<file path="src/rtl/pc_cycle_sequencer.sv">
// ============================================================================
// pc_cycle_sequencer
// ----------------------------------------------------------------------------
// Machine-cycle sequencer for the TB4004 program counter / 8-level address
// stack. It steps the eight clock phases A1 A2 A3 M1 M2 X1 X2 X3, latches the
// OPR/OPA nibbles from the ROM bus, and drives the PC-stack control lines for
// JUN, JMS, BBL, JCN, ISZ and the two-word FIM. SYNC is raised during X3.
//
// All outputs are registered. Each one is decoded from the *next* state and
// latch values, so it shows the decode of the current state with no
// combinational path from bus_in, run or branch_take to any output.
//
// Build option: SEQ_STACK_GUARD_EN
//   defined   - a 3-bit depth counter tracks pc_push/pc_pop, saturating at
//               0..STACK_DEPTH. Sticky stk_ovf/stk_unf flag a push at full
//               and a pop at empty.
//   undefined - no counter; stk_ovf and stk_unf are tied to 0.
//
// Parameters
//   STACK_DEPTH  usable return levels of the PC stack (1..7)
//
// Ports
//   clk          in   system clock, rising edge
//   reset        in   asynchronous, active-low
//   run          in   start/continue machine cycles (sampled in IDLE and X3)
//   bus_in[3:0]  in   ROM nibble: OPR in M1, OPA in M2
//   branch_take  in   JCN condition / ISZ nonzero, sampled in X1 of 2nd word
//   phase[2:0]   out  0..7 = A1..X3 (0 in IDLE)
//   idle         out  1 while idle
//   sync         out  1 during X3
//   pc_push      out  PC stack push
//   pc_pop       out  PC stack pop
//   pc_inc       out  PC stack increment
//   pc_load      out  PC stack nibble load
//   pc_sel[1:0]  out  PC nibble select: 00 low, 01 mid, 10 high
//   pc_data[3:0] out  PC stack data_in
//   opr, opa     out  latched opcode nibbles of the current word
//   second_word  out  executing the 2nd word of a two-word instruction
//   stk_ovf      out  sticky push-at-full (guard build only)
//   stk_unf      out  sticky pop-at-empty (guard build only)
// ============================================================================
module pc_cycle_sequencer #(
    parameter int STACK_DEPTH = 7
) (
    input  logic       clk,
    input  logic       reset,
    input  logic       run,
    input  logic [3:0] bus_in,
    input  logic       branch_take,
    output logic [2:0] phase,
    output logic       idle,
    output logic       sync,
    output logic       pc_push,
    output logic       pc_pop,
    output logic       pc_inc,
    output logic       pc_load,
    output logic [1:0] pc_sel,
    output logic [3:0] pc_data,
    output logic [3:0] opr,
    output logic [3:0] opa,
    output logic       second_word,
    output logic       stk_ovf,
    output logic       stk_unf
);

    // The depth counter is three bits wide.
    if (STACK_DEPTH < 1 || STACK_DEPTH > 7) begin : g_bad_depth
        $error("pc_cycle_sequencer: STACK_DEPTH must be in 1..7");
    end

    typedef enum logic [3:0] {
        S_IDLE, S_A1, S_A2, S_A3, S_M1, S_M2, S_X1, S_X2, S_X3
    } state_t;

    // Pending second-word action. It is captured when the first word ends,
    // because opr/opa are overwritten by the second word.
    typedef enum logic [2:0] {
        K_NONE, K_JUN, K_JMS, K_COND, K_FIM
    } kind_t;

    typedef struct packed {
        logic [2:0] phase;
        logic       idle;
        logic       sync;
        logic       push;
        logic       pop;
        logic       inc;
        logic       load;
        logic [1:0] sel;
        logic [3:0] data;
    } outs_t;

    state_t     state, state_nxt;
    kind_t      kind, kind_nxt;
    logic [3:0] opr_nxt, opa_nxt;
    logic [3:0] hi_save, hi_save_nxt;
    logic       second_nxt;
    logic       take, take_nxt;
    outs_t      outs_nxt;

    function automatic kind_t classify(input logic [3:0] op_r, input logic [3:0] op_a);
        kind_t k;
        case (op_r)
            4'h1, 4'h7: k = K_COND;
            4'h2:       k = op_a[0] ? K_NONE : K_FIM;   // SRC (opa odd) is one word
            4'h4:       k = K_JUN;
            4'h5:       k = K_JMS;
            default:    k = K_NONE;
        endcase
        return k;
    endfunction

    function automatic outs_t decode(input state_t st, input logic sw, input kind_t k,
                                     input logic tk, input logic [3:0] o_r,
                                     input logic [3:0] o_a, input logic [3:0] hi);
        outs_t d;
        logic  jump;
        logic  xfer;
        d    = '0;
        jump = sw && (k == K_JUN || k == K_JMS);
        // Conditional branches only reload the mid and low nibbles.
        xfer = jump || (sw && k == K_COND && tk);
        case (st)
            S_IDLE: d.idle = 1'b1;
            S_A1: begin
                d.phase = 3'd0;
                d.sel   = 2'b00;
            end
            S_A2: begin
                d.phase = 3'd1;
                d.sel   = 2'b01;
            end
            S_A3: begin
                d.phase = 3'd2;
                d.sel   = 2'b10;
                d.inc   = 1'b1;
            end
            S_M1: d.phase = 3'd3;
            S_M2: begin
                d.phase = 3'd4;
                // PC already points past the second word: this is the return address.
                d.push  = sw && (k == K_JMS);
            end
            S_X1: begin
                d.phase = 3'd5;
                if (jump) begin
                    d.load = 1'b1;
                    d.sel  = 2'b10;
                    d.data = hi;
                end else if (!sw && o_r == 4'hC) begin
                    d.pop = 1'b1;
                end
            end
            S_X2: begin
                d.phase = 3'd6;
                if (xfer) begin
                    d.load = 1'b1;
                    d.sel  = 2'b01;
                    d.data = o_r;
                end
            end
            S_X3: begin
                d.phase = 3'd7;
                d.sync  = 1'b1;
                if (xfer) begin
                    d.load = 1'b1;
                    d.sel  = 2'b00;
                    d.data = o_a;
                end
            end
            default: d.idle = 1'b1;
        endcase
        return d;
    endfunction

    always_comb begin
        state_nxt   = state;
        opr_nxt     = opr;
        opa_nxt     = opa;
        hi_save_nxt = hi_save;
        take_nxt    = take;
        second_nxt  = second_word;
        kind_nxt    = kind;
        case (state)
            S_IDLE: if (run) state_nxt = S_A1;
            S_A1:   state_nxt = S_A2;
            S_A2:   state_nxt = S_A3;
            S_A3:   state_nxt = S_M1;
            S_M1: begin
                state_nxt = S_M2;
                opr_nxt   = bus_in;
            end
            S_M2: begin
                state_nxt = S_X1;
                opa_nxt   = bus_in;
                if (!second_word) hi_save_nxt = bus_in;
            end
            S_X1: begin
                state_nxt = S_X2;
                take_nxt  = branch_take;
            end
            S_X2:   state_nxt = S_X3;
            S_X3: begin
                state_nxt = run ? S_A1 : S_IDLE;
                // A second word is never decoded as an instruction itself.
                if (second_word) begin
                    second_nxt = 1'b0;
                    kind_nxt   = K_NONE;
                end else begin
                    kind_nxt   = classify(opr, opa);
                    second_nxt = (kind_nxt != K_NONE);
                end
            end
            default: state_nxt = S_IDLE;
        endcase
        outs_nxt = decode(state_nxt, second_nxt, kind_nxt, take_nxt,
                          opr_nxt, opa_nxt, hi_save_nxt);
    end

    always_ff @(posedge clk or negedge reset) begin
        if (!reset) begin
            state       <= S_IDLE;
            kind        <= K_NONE;
            opr         <= 4'h0;
            opa         <= 4'h0;
            hi_save     <= 4'h0;
            take        <= 1'b0;
            second_word <= 1'b0;
            phase       <= 3'd0;
            idle        <= 1'b1;
            sync        <= 1'b0;
            pc_push     <= 1'b0;
            pc_pop      <= 1'b0;
            pc_inc      <= 1'b0;
            pc_load     <= 1'b0;
            pc_sel      <= 2'b00;
            pc_data     <= 4'h0;
        end else begin
            state       <= state_nxt;
            kind        <= kind_nxt;
            opr         <= opr_nxt;
            opa         <= opa_nxt;
            hi_save     <= hi_save_nxt;
            take        <= take_nxt;
            second_word <= second_nxt;
            phase       <= outs_nxt.phase;
            idle        <= outs_nxt.idle;
            sync        <= outs_nxt.sync;
            pc_push     <= outs_nxt.push;
            pc_pop      <= outs_nxt.pop;
            pc_inc      <= outs_nxt.inc;
            pc_load     <= outs_nxt.load;
            pc_sel      <= outs_nxt.sel;
            pc_data     <= outs_nxt.data;
        end
    end

`ifdef SEQ_STACK_GUARD_EN
    localparam logic [2:0] DEPTH_MAX = 3'(STACK_DEPTH);

    logic [2:0] depth;
    logic       ovf_q;
    logic       unf_q;

    // Follows the issued requests. The request itself is never suppressed.
    always_ff @(posedge clk or negedge reset) begin
        if (!reset) begin
            depth <= 3'd0;
            ovf_q <= 1'b0;
            unf_q <= 1'b0;
        end else if (pc_push) begin
            if (depth == DEPTH_MAX) ovf_q <= 1'b1;
            else                    depth <= depth + 3'd1;
        end else if (pc_pop) begin
            if (depth == 3'd0) unf_q <= 1'b1;
            else               depth <= depth - 3'd1;
        end
    end

    assign stk_ovf = ovf_q;
    assign stk_unf = unf_q;
`else
    assign stk_ovf = 1'b0;
    assign stk_unf = 1'b0;
`endif

endmodule
</file>
<file path="config.mk">
export PLATFORM = sky130hd
export DESIGN_NAME = pc_cycle_sequencer
export DESIGN_NICKNAME = d
export VERILOG_FILES = /design/src/rtl/pc_cycle_sequencer.sv
export SDC_FILE = /design/constraint.sdc
export NUM_CORES = 1
export LEC_CHECK = 0
export ABC_AREA = 1
export CAP_MARGIN = 20
export CORE_AREA = 3 3 57 59
export CTS_CLUSTER_DIAMETER = 50
export DETAILED_ROUTE_END_ITERATION = 7
export DIE_AREA = 0 0 60 62
export DONT_BUFFER_PORTS = 1
export MAX_ROUTING_LAYER = met4
export PLACE_DENSITY_LB_ADDON = 0.2
export SYNTH_ARGS = -nofsm -noshare
export SYNTH_HDL_FRONTEND = slang
export SYNTH_SLANG_ARGS = --single-unit
</file>
<file path="constraint.sdc">
create_clock -name clk -period 2.45 [get_ports clk]
set_clock_uncertainty 0.2 [all_clocks]
set_input_delay 0.1225 -clock clk [delete_from_list [all_inputs] [get_ports clk]]
set_output_delay 0.1225 -clock clk [all_outputs]
set_load 0.01 [all_outputs]
</file>
==> flow_metrics.env <==
export IMPL_grt_max_degree=37
export IMPL_vias=1320
export IMPL_synthArstFlopShare_pct=100
export IMPL_status="finished, final reports clean"
export IMPL_hold_viol_final=0
export IMPL_antennaDiodeCount=0
export IMPL_endpoint_kind="register"
export IMPL_syn2layout_area_growth_pct=10.9
export IMPL_placedCellCount=214
export IMPL_pwr_share_comb_pct=36.9
export IMPL_cap_violations=0
export IMPL_cp_start_kind="register"
export IMPL_avgSynthCellArea_sq_um=8.79
export IMPL_syn_inst=186
export IMPL_num_io_pins=34
export IMPL_synthFlopType="dfrtp_1"
export IMPL_stdcell_area_sq_um=1810
export IMPL_fin_setup_tns_ns=0
export IMPL_fill_cells=235
export IMPL_io_buffer_count=0
export IMPL_p_sw_share_pct=44.8
export IMPL_drc=0
export IMPL_synthTopCellsByCount="nand2_1 (44), dfrtp_1 (35), inv_1 (24)"
export IMPL_ant_nets=0
export IMPL_drt_pass1_iter_count=5
export IMPL_drv_slew=0
export IMPL_dieArea_sq_um=3720
export IMPL_switchingPower_uw=1060
export IMPL_grt_pass1_wl_mm=5.69
export IMPL_netlist_area_sq_um=1640
export IMPL_netlist_area_leader_share_pct=53.6
export IMPL_yosys_cell_count_top_type="nand2_1"
export IMPL_placed_cell_area_sq_um=1650
export IMPL_grt_usage_pct=22.0
export IMPL_drt_iter0_markers=54
export IMPL_rsz0062_at_grt="no"
export IMPL_clkPwrFrac_pct=17.1
export IMPL_drive_gt1_share_pct=13.1
export IMPL_clk_pin_slew_ns=0.11
export IMPL_synth_edf_count=0
export IMPL_min_path_type="input port to async pin"
export IMPL_detailed_place_hpwl_mm=2.58
export IMPL_timing_rr_start="state[2]"
export IMPL_clock_latency_ns=0.33
export IMPL_crit_required_ns=2.48
export IMPL_peakVddDrop_mv=1.06
export IMPL_cts_tree="yes"
export IMPL_htreeDepth=2
export IMPL_core_rowCount=19
export IMPL_p_int_uw=1300
export IMPL_fin_cells=230
export IMPL_multi_input_area_sq_um=598
export IMPL_gp_congestion=0.888
export IMPL_critPathArrivalTime_ns=2.02
export IMPL_setup_viol=0
export IMPL_ys_ff_latch=36
export IMPL_wl_mm=3.49
export IMPL_final_nets=206
export IMPL_coreArea_sq_um=2760
export IMPL_yosysWarnings=0
export IMPL_ctsResizeCount=0
export IMPL_antenna_found_initial=0
export IMPL_yosys_area_top_type="dfrtp_1"
export IMPL_worstPathMaxFanout=11
export IMPL_utilization_pct=65.7
export IMPL_min_period_ns=1.99
export IMPL_p_leak_uw=0.000947
export IMPL_viasPerCell=5.74
export IMPL_grt_pass1_vias=1301
export IMPL_cts_sinks=36
export IMPL_power_total_uw=2360
export IMPL_cts_root_buf="clkbuf_4"
export IMPL_die_width_um=60
export IMPL_seqCellArea_sq_um=902
export IMPL_ys_seq_area_share_pct=55.2
export IMPL_yosysUniqueCellTypes=26
export IMPL_clock_path_buffers=2
export IMPL_worstSetupStartpoint="state[2]"
export IMPL_seq_power_share_pct=46.0
export IMPL_die_h_um=62
export IMPL_initial_core_util_pct=59.3
export IMPL_power_density_nw_per_um2=1300
export IMPL_path_class="register to register"
export IMPL_wire_per_inst_um=15.2
export IMPL_finalCritPeriodShare_pct=81.2
export IMPL_cts_made_buffers=5
export IMPL_synth_area_top_cells="dfrtp_1 (54%), nand2_1 (10%), inv_1 (5.5%)"
export IMPL_overflow=0
export IMPL_max_freq_ghz=0.503
==> flip-flops by register name, summed over array words and instances (netlist names), 2 cells and up <==
register	cells
phase	3
opr	4
pc_data	4
hi_save	4
pc_sel	2
state	4
opa	4
kind	3
==> stage by stage <==
step / hold slack, ns / worst slack (ns)
2_1_floorplan: -0.373 / 0.802
3_3_place_gp: -0.372 / 0.597
3_5_place_dp: -0.372 / 0.492
4_1_cts: 0.0334 / 0.473
5_1_grt: 0.0419 / 0.280
6_report: 0.0302 / 0.460
==> cell type report <==
| cell class | count | share of cell area (%) |
|---|---|---|
| Tap cell | 31 | 2.14 |
| Timing Repair Buffer | 8 | 4.97 |
| Clock inverter | 2 | 1.93 |
| Clock buffer | 6 | 2.28 |
| Inverter | 28 | 5.94 |
| Sequential cell | 36 | 49.8 |
| Multi-Input combinational cell | 119 | 33.0 |
==> cells by family (layout without fill, tap and decap cells) <==
kind of cell	count (synthesis)	count (layout)	share of synthesized area, %
AND/OR/NAND/NOR	103	103	30.9
other	1	2	0.229
buffers and inverters	32	44	8.49
AO/OA/AOI/OAI	14	14	5.20
flip-flops	36	36	55.2
==> layer usage <==
metal  track usage (%)  up-vias  wire length [um]
li1                  -      626                 -
met1              23.4      632              1370
met2              37.7       54              1830
met3              4.96        8               203
met4              12.7        0                83
met5                 -        -                 0
==> final timing paths <==
path | endpoint | slack, ns | cells past startpoint
max | pc_data[0] | 0.46 | 9
min | state[2] | 0.03 | 2
max in group asynchronous | idle | 1.78 | 2
min reg2reg | kind[2] | 0.29 | 2
min in group clk | kind[2] | 0.29 | 2
max reg2reg | pc_data[0] | 0.46 | 9
==> timing repair <==
| item | 4_1_cts | 5_1_grt |
|---|---|---|
| hold buffers | 8 | 0 |
| endpoints found under the hold margin | 56 | 0 |
| setup endpoints to repair | 0 | 0 |
| setup buffers | 0 | 0 |
==> worst max-delay path, stage by stage (launching register included) <==
cell and delay, ns:
dfrtp_1 0.46, inv_1 0.11, nor2_4 0.16, nand2_1 0.25, nor2_2 0.32, nand2_1 0.08, o21ai_0 0.08, inv_1 0.07
nand4_1 0.08, nand3_1 0.08
==> cell usage in the layout (no fill, tap or decap), types with 2 or more instances in the layout <==
master and n:
nor2_2 2, nand2_2 5, o21a_1 2, nand3_2 2, inv_1 24, nand2_1 44
inv_2 2, o21ai_0 9, nand4_1 13, nor2_1 14, nor3_1 5, conb_1 2
nor2_4 2, clkbuf_4 5, dlygate4sd3_1 7, dfrtp_1 35, nand3_1 14
==> power by group through the flow <==
stage               Clock, uW  Combinational (uW)  Sequential, uW
finish                    403                 872            1090
global route              429                 997            1120
CTS                       410                 869            1090
detailed placement          0                 837            1100
global placement            0                 808            1100
floorplan                   0                 694            1050
(Power assumes the default switching activity.)
